==> src/rtl/riscv_lsu.sv <==
// riscv_lsu: RV32I load/store unit between execute and a single-port word memory.
// Accepts one load or store per handshake. It drives the memory address, read
// and byte-strobe signals, and formats loaded bytes and halfwords with sign or
// zero extension. Misaligned, illegal-width and out-of-range requests are
// answered with rsp_err and never reach the memory.
//
// Ports:
//   clk, rstn                    clock (rising edge), async active-low reset
//   req_valid/req_ready          request handshake
//   req_we, req_funct3           store flag, RV32I width/signedness code
//   req_addr, req_wdata          byte address, right-aligned store data
//   rsp_valid/rsp_ready          response handshake (response held until taken)
//   rsp_data, rsp_err            load result (0 for stores/errors), reject flag
//   mem_addr, mem_read           word address and read enable to memory
//   mem_wstrb, mem_wdata         byte write strobes and replicated store data
//   mem_rdata                    memory read data, valid the cycle after mem_read
module riscv_lsu #(
  parameter int unsigned MEM_DEPTH = 1024
) (
  input  logic        clk,
  input  logic        rstn,
  input  logic        req_valid,
  output logic        req_ready,
  input  logic        req_we,
  input  logic [2:0]  req_funct3,
  input  logic [31:0] req_addr,
  input  logic [31:0] req_wdata,
  output logic        rsp_valid,
  input  logic        rsp_ready,
  output logic [31:0] rsp_data,
  output logic        rsp_err,
  output logic [31:0] mem_addr,
  output logic        mem_read,
  output logic [3:0]  mem_wstrb,
  output logic [31:0] mem_wdata,
  input  logic [31:0] mem_rdata
);

  typedef enum logic [1:0] {
    IDLE      = 2'd0,
    LOAD_WAIT = 2'd1,
    RESP      = 2'd2
  } state_t;

  state_t      state;
  logic [1:0]  off_q;
  logic [2:0]  f3_q;

  logic        f3_legal;
  logic        misalign;
  logic        out_of_range;
  logic        err;
  logic        acc;
  logic [3:0]  strb;
  logic [31:0] load_fmt;

  // Gating with rstn keeps the memory quiet while reset is held.
  assign req_ready = (state == IDLE) && rstn;

  always_comb begin
    f3_legal = 1'b0;
    misalign = 1'b0;
    case (req_funct3)
      3'b000: f3_legal = 1'b1;
      3'b001: begin
        f3_legal = 1'b1;
        misalign = req_addr[0];
      end
      3'b010: begin
        f3_legal = 1'b1;
        misalign = |req_addr[1:0];
      end
      3'b100: f3_legal = !req_we;
      3'b101: begin
        f3_legal = !req_we;
        misalign = req_addr[0];
      end
      default: f3_legal = 1'b0;
    endcase
  end

  assign out_of_range = {2'b00, req_addr[31:2]} >= 32'(MEM_DEPTH);
  assign err          = !f3_legal || misalign || out_of_range;
  assign acc          = req_valid && req_ready && !err;

  assign mem_addr = {req_addr[31:2], 2'b00};
  assign mem_read = acc && !req_we;

  always_comb begin
    strb      = 4'b1111;
    mem_wdata = req_wdata;
    case (req_funct3[1:0])
      2'b00: begin
        strb      = 4'b0001 << req_addr[1:0];
        mem_wdata = {4{req_wdata[7:0]}};
      end
      2'b01: begin
        strb      = 4'b0011 << {req_addr[1], 1'b0};
        mem_wdata = {2{req_wdata[15:0]}};
      end
      default: begin
        strb      = 4'b1111;
        mem_wdata = req_wdata;
      end
    endcase
  end

  assign mem_wstrb = (acc && req_we) ? strb : 4'b0000;

  // Format uses the offset and funct3 captured at accept, since req_* are
  // don't-care once the request has been taken.
  always_comb begin
    load_fmt = mem_rdata;
    case (f3_q)
      3'b000: load_fmt = {{24{mem_rdata[{off_q, 3'b111}]}}, mem_rdata[{off_q, 3'b000} +: 8]};
      3'b001: load_fmt = {{16{mem_rdata[{off_q[1], 4'b1111}]}}, mem_rdata[{off_q[1], 4'b0000} +: 16]};
      3'b100: load_fmt = {24'h000000, mem_rdata[{off_q, 3'b000} +: 8]};
      3'b101: load_fmt = {16'h0000, mem_rdata[{off_q[1], 4'b0000} +: 16]};
      default: load_fmt = mem_rdata;
    endcase
  end

  always_ff @(posedge clk or negedge rstn) begin
    if (!rstn) begin
      state     <= IDLE;
      rsp_valid <= 1'b0;
      rsp_err   <= 1'b0;
      rsp_data  <= '0;
      off_q     <= '0;
      f3_q      <= '0;
    end else begin
      case (state)
        IDLE: begin
          if (req_valid) begin
            if (err || req_we) begin
              state     <= RESP;
              rsp_valid <= 1'b1;
              rsp_err   <= err;
              rsp_data  <= '0;
            end else begin
              state <= LOAD_WAIT;
              off_q <= req_addr[1:0];
              f3_q  <= req_funct3;
            end
          end
        end
        LOAD_WAIT: begin
          state     <= RESP;
          rsp_valid <= 1'b1;
          rsp_err   <= 1'b0;
          rsp_data  <= load_fmt;
        end
        RESP: begin
          if (rsp_ready) begin
            state     <= IDLE;
            rsp_valid <= 1'b0;
          end
        end
        default: begin
          state     <= IDLE;
          rsp_valid <= 1'b0;
        end
      endcase
    end
  end

endmodule

==> config.mk <==
export PLATFORM = sky130hd
export DESIGN_NAME = riscv_lsu
export DESIGN_NICKNAME = d
export VERILOG_FILES = /design/src/rtl/riscv_lsu.sv
export SDC_FILE = /design/constraint.sdc
export NUM_CORES = 1
export LEC_CHECK = 0
export BUFFER_PORTS_ARGS = -buffer_cell sky130_fd_sc_hd__buf_2
export CAP_MARGIN = 20
export CELL_PAD_IN_SITES_DETAIL_PLACEMENT = 1
export CELL_PAD_IN_SITES_GLOBAL_PLACEMENT = 1
export CORE_MARGIN = 2
export CORE_UTILIZATION = 29
export CTS_CLUSTER_SIZE = 25
export DETAILED_ROUTE_END_ITERATION = 10
export HOLD_SLACK_MARGIN = 0.15
export PLACE_DENSITY = 0.93
export SYNTH_ARGS = -nofsm -noshare
export SYNTH_HDL_FRONTEND = slang
export SYNTH_SLANG_ARGS = --single-unit
==> constraint.sdc <==
create_clock -name clk -period 1.8 [get_ports clk]
set_input_delay 0.27 -clock clk [delete_from_list [all_inputs] [get_ports clk]]
set_output_delay 0.27 -clock clk [all_outputs]
set_load 0.02 [all_outputs]
; ---- Word level (Yosys, flattened, before mapping)
; Index checks and enable logic that the tools add are counted.
; W data, S select, Z words.
[totals]
word_cells = 75
output_inout_bits = 104
reg_bits = 41
[op_classes]
eq_ne = 13
n_mux = 24
n_bitwise = 1
n_reduce_logical = 24
n_lt_le_gt_ge = 3
n_shift = 4
[ops]
columns = cell, count
row1 = $pmux W32 S2, 2
row2 = $pmux W32 S4, 1
row3 = $mux W32, 2
row4 = $shiftx A32 B6 Y16, 1
row5 = $shiftx A32 B6 Y8, 1
row6 = $ge A30 B11 Y1 const B, 1
row7 = $eq A3 B3 Y1 const B, 4
row8 = $lt A5 B6 Y1 const B, 2
row9 = $reduce_and A3 Y1, 3
row10 = $mux W1, 8
row11 = $pmux W4 S2, 1
row12 = $eq A3 B1 Y1 const B, 2
row13 = $logic_not A3 Y1, 2
row14 = $mux W2, 3
row15 = $pmux W1 S2, 3
row16 = $pmux W2 S3, 1
row17 = $reduce_or A2 Y1, 3
row18 = $logic_and A1 B1 Y1, 5
row19 = $eq A2 B1 Y1 const B, 2
row20 = $logic_not A2 Y1, 2
row21 = $mux W4, 1
row22 = $ne A2 B2 Y1 const B, 2
row23 = $shl A1 B2 Y4 const A, 1
row24 = $shl A2 B2 Y4 const A, 1
row25 = other kinds (11), 15

; ---- Longest topological paths before layout
; Gate-level depths: netlist of the first run.
[depth]
ltp_word = 10
depth_mapped = 7

; ---- Worst setup path after synthesis of the first run
; No wires, ideal clock.
[synth_path]
kind = input port to output port
from = input port req_funct3[0]
to = output port mem_wstrb[0]
slack_ps = -107
required_ps = 1530
path_stages = 6
arrival_ps = 1637
path_cell_list = clkbuf_1 o41ai_1 and3_1 buf_2 and4_1 nor2b_1
[synth_via]
elab_chain_len = 10
[synth_rtl]
columns = item, line
row1 = "start, declared", 25  ; input logic [2:0] req_funct3,
row2 = $eq A3 B2 Y1 (tied with other cells), 63  ; case (req_funct3)
row3 = $reduce_or A3 Y1 (no line) or $reduce_or A2 Y1 (tied branches), --
row4 = $pmux W1 S2, 63
row5 = $logic_not A1 Y1, 83  ; assign err = !f3_legal || misalign || out_of_range;
row6 = $logic_or A1 B1 Y1 (2 in series), 83
row7 = $logic_not A1 Y1, 84  ; assign acc = req_valid && req_ready && !err;
row8 = $logic_and A1 B1 Y1, 84
row9 = $logic_and A1 B1 Y1, 108  ; assign mem_wstrb = (acc && req_we) ? strb : 4'b0000;
row10 = $mux W4 *, 108
row11 = "end, declared", 34  ; output logic [3:0] mem_wstrb,
; Mark *: on every way between the ends. The rest lies on a longest branch, timed or not.

; ---- Final worst setup path of the first run
[layout_path]
from = register state[0]
to = output port mem_wstrb[0]
[layout_via]
elab_chain_len = 6
[layout_rtl]
columns = item, line
row1 = "start, declared", 45  ; state_t state;
row2 = "start signal, assigned", 125  ; state <= IDLE;
row3 = "start signal, assigned", 136  ; state <= RESP;
row4 = "start signal, assigned", 141  ; state <= LOAD_WAIT;
row5 = $logic_not A2 Y1, 58  ; assign req_ready = (state == IDLE) && rstn;
row6 = $logic_and A1 B1 Y1, 58
row7 = $logic_and A1 B1 Y1 (2 in series), 84
row8 = $logic_and A1 B1 Y1, 108
row9 = $mux W4, 108
; No other way between the ends.

==> metrics.md, run 1 <==
| Metric | Value |
|---|---|
| CORE AREA | 10300 sq um |
| Worst-margin pin slew | 510 ps |
| Finished Core Util | approximately 40% |
| Final net count | 618 |
| Final setup violation count | 2 |
| Final Hold Vio Count | 0 |
| Netlist cell types | 36 |
| Number of global-route vias before repair | 3441 |
| Seq cells post-synth | between 40 and 50 |
| Failing checks | setup timing |
| Drt total wl | 11.8 mm |
| Die area | 11400 sq um |
| Remaining DRCs | 0 |
| HP Class | input port to flop |
| Clock Skews | 9.54 ps |
| Slew Limit Fails | 0 |
| Die W | between 100 and 150 um |
| CTS buffer count | 5 |
| Clock transition at path regs | 90 ps |
| GRT Overall Usage | 20.0% |
| Num ports | 208 |
| Unrepaired setup endpoints after global routing | true |
| Reg2Reg Setup Slack | 90 ps |
| Total clock sinks | 41 |
| Period Utilization, post-route | 100% |
| Synth Flop Type | dfrtp_1 |
| Power Total | 2.19 mW |
| Largest net degree at the start of global routing | 42 |
| Post-synth top area cell | dfrtp_1 |
| Antenna-violating nets left | 0 |
| Status | finished with violations |
| Cell count after synthesis | 351 |
| Die Ht | 107 um |
| Pwr/cell area | 518 nW/um^2 |
| Final WS setup | -2.50 ps |
| Vias per cell | between 5 and 6 |
| Drt first pass iters | 5 |
| Antenna violations before repair | 0 |
| Post-Layout Cell Count | about 650 |
| Synth top area cells | dfrtp_1 (34%), mux2_2 (11%), buf_4 (9.8%) |
| Max Buffers Root-to-Sink | 2 |
| DP HPWL | 9.37 mm |
| Post-synth top area share | 33.5% |
| Mean post-synth cell area | 8.72 sq um |
| Period minus WS final | 1800 ps |
| Worst VDD drop | 284 uV |
| Std cell rows | 37 |
| Mapped cell area | 3060 sq um |
| Final instance area | about 4200 sq um |
| Critical Path AT | 1530 ps |
| Element type at the critical path end | primary output |
| Crit path kind | flop to primary output |
| Initial detailed-routing violation count | 160 |
| Clock Latency Late Sink | 310 ps |
| Pleak | between 2 and 2.5 nW |
| Share of synthesized area occupied by flip-flops and latches | 33.5% |
| H-Tree Level Count | 2 |
| EDFF count, synth | 0 |
| Vias | 3384 |
| First-pass GRT wire length | approximately 18 mm |
| Initial core utilization | 29.8% |
| Layout overhead on the synthesized area | 38.1% |
| Worst slew margin | 65.9% |
| Dpl cell area | 4000 sq um |
| Maximum fanout along the worst path | 4 |
| Fill cells | 1287 |
| Startpoint types | flop |
| GP Congestion | 0.907 |
| Asr flop ratio synth | 100% |
| Total grt overflow | 0 |
| WP data required | 1530 ps |
| # diodes | 0 |
| Wire per inst | about 18 um |
| Root Buffer | clkbuf_8 |
| CTS tree | built |
| Max Cap Viol | 0 |
| Synthesis warning total | 0 |
| Highest clock rate | 555 MHz |
| Dpl cells | roughly 640 |
| Fraction of final layout cells with drive strength greater than 1 | 52.2% |
| Buffers added on ports | about 190 |
==> critical path: stages (launching register included) <==
cell and delay, ps:
dfrtp_1 390, nor2_2 130, and3_4 200, and4_4 250, nor2b_4 140, buf_6 120
==> cells in the final DEF (no fill, tap or decap), drive strengths merged, types with 4 or more instances in the layout <==
master / netlist / routed
buf: 51 / 218
dfrtp: 41 / 41
mux2: 29 / 29
nand2: 24 / 24
o21ai: 23 / 23
o221ai: 22 / 22
inv: 20 / 20
nand3: 18 / 18
a22oi: 17 / 17
nand4: 16 / 16
nor2: 15 / 15
mux2i: 10 / 10
a21oi: 7 / 7
a21boi: 7 / 7
nor4: 5 / 5
clkbuf: 14 / 5
and3: 4 / 4
==> cell families (layout without fill, tap and decap cells) <==
kind of cell / after synthesis / after routing / synth area share (%)
flops: 41 / 41 / 33.5
simple gates: 100 / 100 / 17.0
compound gates: 85 / 85 / 19.5
mux: 39 / 39 / 13.9
other cells: 1 / 2 / 0.122
buf+inv: 85 / 248 / 15.9
==> power by group <==
| group | internal, mW | switching, mW |
|---|---|---|
| registers | 0.938 | 0.0118 |
| logic | 0.247 | 0.377 |
| clock network | 0.268 | 0.349 |
==> repair_timing <==
action,4_1_cts,5_1_grt
gates cloned,0,0
buffers inserted,3,2
resized for setup,16,6
hold endpoints to repair,41,10
pin swaps,3,2
endpoints found under the setup margin,6,17
==> per-layer routing <==
metal  vias up  GRT usage, %  wire, um
met5         -             0         0
met4         0          6.40       244
met3        28          3.40       803
met2       167          35.1      5960
met1      1614          24.9      4790
li1       1575             -         -
==> stage by stage <==
| stage | setup TNS (ps) | worst slack, ps | hold WS, ps |
|---|---|---|---|
| after CTS | -147 | -42.2 | 115 |
| after detailed placement | -1960 | -123 | 447 |
| after global routing | -297 | -78.1 | 257 |
| final | -2.67 | -2.50 | 251 |
| after global placement | -1390 | -88.0 | 435 |
| after floorplan | -29.7 | -14.8 | -25.6 |
==> Yosys cell counts, drive strengths merged, types with 4 or more instances <==
cell,number
inv,20
nand3,18
buf,51
o221ai,22
nor4,5
and3,4
a21oi,7
mux2,29
mux2i,10
o21ai,23
a21boi,7
nand2,24
nor2,15
dfrtp,41
a22oi,17
clkbuf,14
nand4,16
==> final timing paths <==
check | startpoint | depth (start not counted) | end
setup / recovery | state[0] | 5 | mem_wstrb[0]
max in group asynchronous | rstn | 3 | rsp_data[29]
min in group asynchronous | rstn | 3 | rsp_data[17]
hold / removal | mem_rdata[20] | 3 | rsp_data[20]
hold reg to reg | rsp_data[14] | 2 | rsp_data[14]
setup reg to reg | f3_q[0] | 4 | rsp_data[7]
==> cell type report <==
class | count | area (sq um) | share of cell area (%)
Clock buffer | 5 | 68.8 | 1.63
Sequential cell | 41 | 1030 | 24.3
Tap cell | 136 | 170 | 4.02
Multi-Input combinational cell | 226 | 1600 | 37.9
Inverter | 20 | 75.1 | 1.78
Clock inverter | 3 | 17.5 | 0.414
Timing Repair Buffer | 220 | 1270 | 30.0
==> registers in the layout, indices dropped and copies added, names as in the netlist <==
signal and flops:
rsp_err 1, f3_q 3, rsp_data 32, rsp_valid 1, state 2, off_q 2
Power figures use the tool's default switching activity.
==> run 2, diff against run 1 <==
Settings changed: CTS_CLUSTER_DIAMETER set to 200, SETUP_SLACK_MARGIN set to 0.2, SLEW_MARGIN set to 30.
==> metrics.md, run 2 (synthesized netlist as in run 1, its figures left out) <==
| Metric | Value |
|---|---|
| Antenna violations before repair | 0 (unchanged) |
| Remaining DRCs | 0 (unchanged) |
| Most frequent cells in the layout | buf_2 (178), dfrtp_1 (38), mux2_2 (26), buf_4 (26), nand2_1 (24) (was buf_2 (181), dfrtp_1 (41), mux2_2 (29), buf_4 (29), nand2_1 (24)) |
| Worst path top cell family by delay | simple AND/OR/NAND/NOR gates (unchanged) |
| Largest net degree at the start of global routing | 42 (unchanged) |
| WP data required | 1530 ps (about the same) |
| Final net count | 615 (was 618) |
| Die Ht | 107 um (unchanged) |
| Fill cells | 1271 (was 1287) |
| Most flops, register | rsp_data (unchanged) |
| Pwr/cell area | 518 nW/um^2 (about the same) |
| Total grt overflow | 0 (unchanged) |
| Commonest non-fill, non-tap cell in the layout | buf_2 (unchanged) |
| CTS tree | built (unchanged) |
| Std cell rows | 37 (unchanged) |
| Antenna-violating nets left | 0 (unchanged) |
| Failing checks | setup timing (unchanged) |
| Num ports | 208 (unchanged) |
| Reg power frac | 41.8% (was 43.3%) |
| First-pass GRT wire length | 18.0 mm (about the same) |
| Root Buffer | clkbuf_8 (unchanged) |
| Worst VDD drop | 339 uV (was 284 uV) |
| Worst Hold Launch | mem_rdata[6] (was mem_rdata[20]) |
| WHS Path Cells | 3 (unchanged) |
| Final instance area | 4380 sq um (was 4230 sq um) |
| Worst slew margin | 64.0% (was 65.9%) |
| Slew Limit Fails | 0 (unchanged) |
| Worst reg2reg path startpoint | state[1] (was f3_q[0]) |
| Layout overhead on the synthesized area | 43.0% (was 38.1%) |
| Period Utilization, post-route | 101% (was 100%) |
| Crit path kind | flop to primary output (unchanged) |
| P_sw | 0.750 mW (was 0.738 mW) |
| Dpl cell area | 3980 sq um (was 4000 sq um) |
| DP HPWL | 9.39 mm (was 9.37 mm) |
| Multi-input gate area | 1750 sq um (was 1600 sq um) |
| Total negative slack | -22.2 ps (was -2.67 ps) |
| Max Cap Viol | 0 (unchanged) |
| Startpoint types | flop (unchanged) |
| Crit path max-delay cell type | dfrtp_1 (unchanged) |
| Initial detailed-routing violation count | 136 (was 160) |
| Initial core utilization | 29.8% (unchanged) |
| GRT Overall Usage | 20.0% (about the same) |
| CP startpoint | state[0] (unchanged) |
| Unrepaired setup endpoints after global routing | true (unchanged) |
| Drt first pass iters | 4 (was 5) |
| Die W | 107 um (unchanged) |
| Maximum fanout along the worst path | 4 (unchanged) |
| Fraction of final layout cells with drive strength greater than 1 | 57.2% (was 52.2%) |
| Element type at the critical path end | primary output (unchanged) |
| Highest clock rate | 550 MHz (was 555 MHz) |
| Buffers added on ports | 185 (unchanged) |
| CTS buffer count | 5 (unchanged) |
| Vias per cell | 5.28 (was 5.20) |
| Finished Core Util | 42.6% (was 41.1%) |
| Top Registers | rsp_data (32), f3_q (3) (unchanged) |
| H-Tree Level Count | 2 (unchanged) |
| CP Cell Sequence | nor2_2, and3_4, and4_4, nor2b_4, buf_6 (unchanged) |
| GP Congestion | 0.879 (was 0.907) |
| Max FFs per register | 32 (unchanged) |
| Number of global-route vias before repair | 3573 (was 3441) |
| Clock Latency Late Sink | 300 ps (was 310 ps) |
| Die area | 11400 sq um (unchanged) |
| Crit. path cell count | 5 (unchanged) |
| Drt total wl | 11.8 mm (about the same) |
| Wire per inst | 18.3 um (was 18.1 um) |
| # diodes | 0 (unchanged) |
| Final Hold Vio Count | 0 (unchanged) |
| CORE AREA | 10300 sq um (unchanged) |
| Switching share of power | 33.1% (was 33.7%) |
| Max Buffers Root-to-Sink | 2 (unchanged) |
| Total clock sinks | 41 (unchanged) |
| Vias | 3420 (was 3384) |
| Setup WS pre-CTS | -43.0 ps (was -123 ps) |
| Register area | 1030 sq um (about the same) |
| Crit path buf inv count | 1 (unchanged) |
| Clock transition at path regs | 90 ps (about the same) |
| Int Pwr | 1.52 mW (was 1.45 mW) |
| Critical Path AT | 1550 ps (was 1530 ps) |
| Pleak | 2.21 nW (was 2.18 nW) |
| HP Class | input port to flop (unchanged) |
| Period minus WS final | 1820 ps (was 1800 ps) |
| Worst reg2reg path depth | 6 (was 4) |
| Clock share of power | 29.2% (was 28.2%) |
| Combinational share of power | 29.0% (was 28.5%) |
| Max stage delay on crit path | 400 ps (was 390 ps) |
| Clock Skews | 12.5 ps (was 9.54 ps) |
| Worst-margin pin slew | 540 ps (was 510 ps) |
| Status | finished with violations (unchanged) |
| Final setup violation count | 2 (unchanged) |
| Final WS setup | -18.1 ps (was -2.50 ps) |
==> run 2: cell types whose count changed in the layout (fill, tap and decap cells not counted), sizes merged <==
cell,previous run,this run
clkinvlp,1,0
dlygate4sd3,2,1
clkbuf,5,6
buf,218,216
==> run 2: path summary, 6_finish.rpt <==
check	endpoint	slack (ps)
min in group asynchronous	rsp_data[16]	680
min reg2reg	rsp_data[15]	520
max in group asynchronous	f3_q[0]	700
min	rsp_data[6]	250
max	mem_wstrb[0]	-20
max reg2reg	rsp_data[18]	40
==> run 2: area by class of cell <==
| class | count | share of cell area [%] |
|---|---|---|
| flip-flops and latches | 41 | 23.6 |
| clock inverters | 2 | 0.314 |
| multi-input cells | 226 | 40.0 |
| well taps | 136 | 3.89 |
| inverters | 20 | 1.71 |
| clock buffers | 6 | 1.89 |
| repair buffers | 217 | 28.6 |
==> run 2: repair_timing <==
item                       4_1_cts  5_1_grt
setup endpoints to repair       46       54
pin swaps                        7        6
hold endpoints to repair        41        0
hold buffers                     1        0
gates resized for setup         43       20
buffers inserted                 7        3
==> run 2: per-layer routing <==
metal	part of all wire (%)	wire [um]	GRT usage, %
met1	40	4740	23.9
met2	53	6280	36.5
met3	5.5	653	3.83
met4	1.4	169	5.10
met5	0	0	0
==> run 2: worst min-delay path, delay by kind of cell <==
kind / cells / cell delay, ps
simple gates: 1 / 40
compound gates: 1 / 130
buf+inv: 1 / 80
==> run 2: stage by stage <==
step                      power, mW  cells  hold WS [ps]
after floorplan                1.34    352         -25.6
after global placement         1.55    629           448
after detailed placement       1.57    629           450
after CTS                      2.28    645           244
after global routing           2.37    648           244
final                          2.27    648           253
==> run 2: power by group through the flow <==
stage               Clock (mW)  Combinational (mW)  Sequential (mW)
floorplan                    0               0.361            0.983
global placement             0               0.586            0.969
detailed placement           0               0.601            0.970
CTS                      0.683               0.648            0.950
global route             0.719               0.703            0.952
finish                   0.662               0.657            0.949
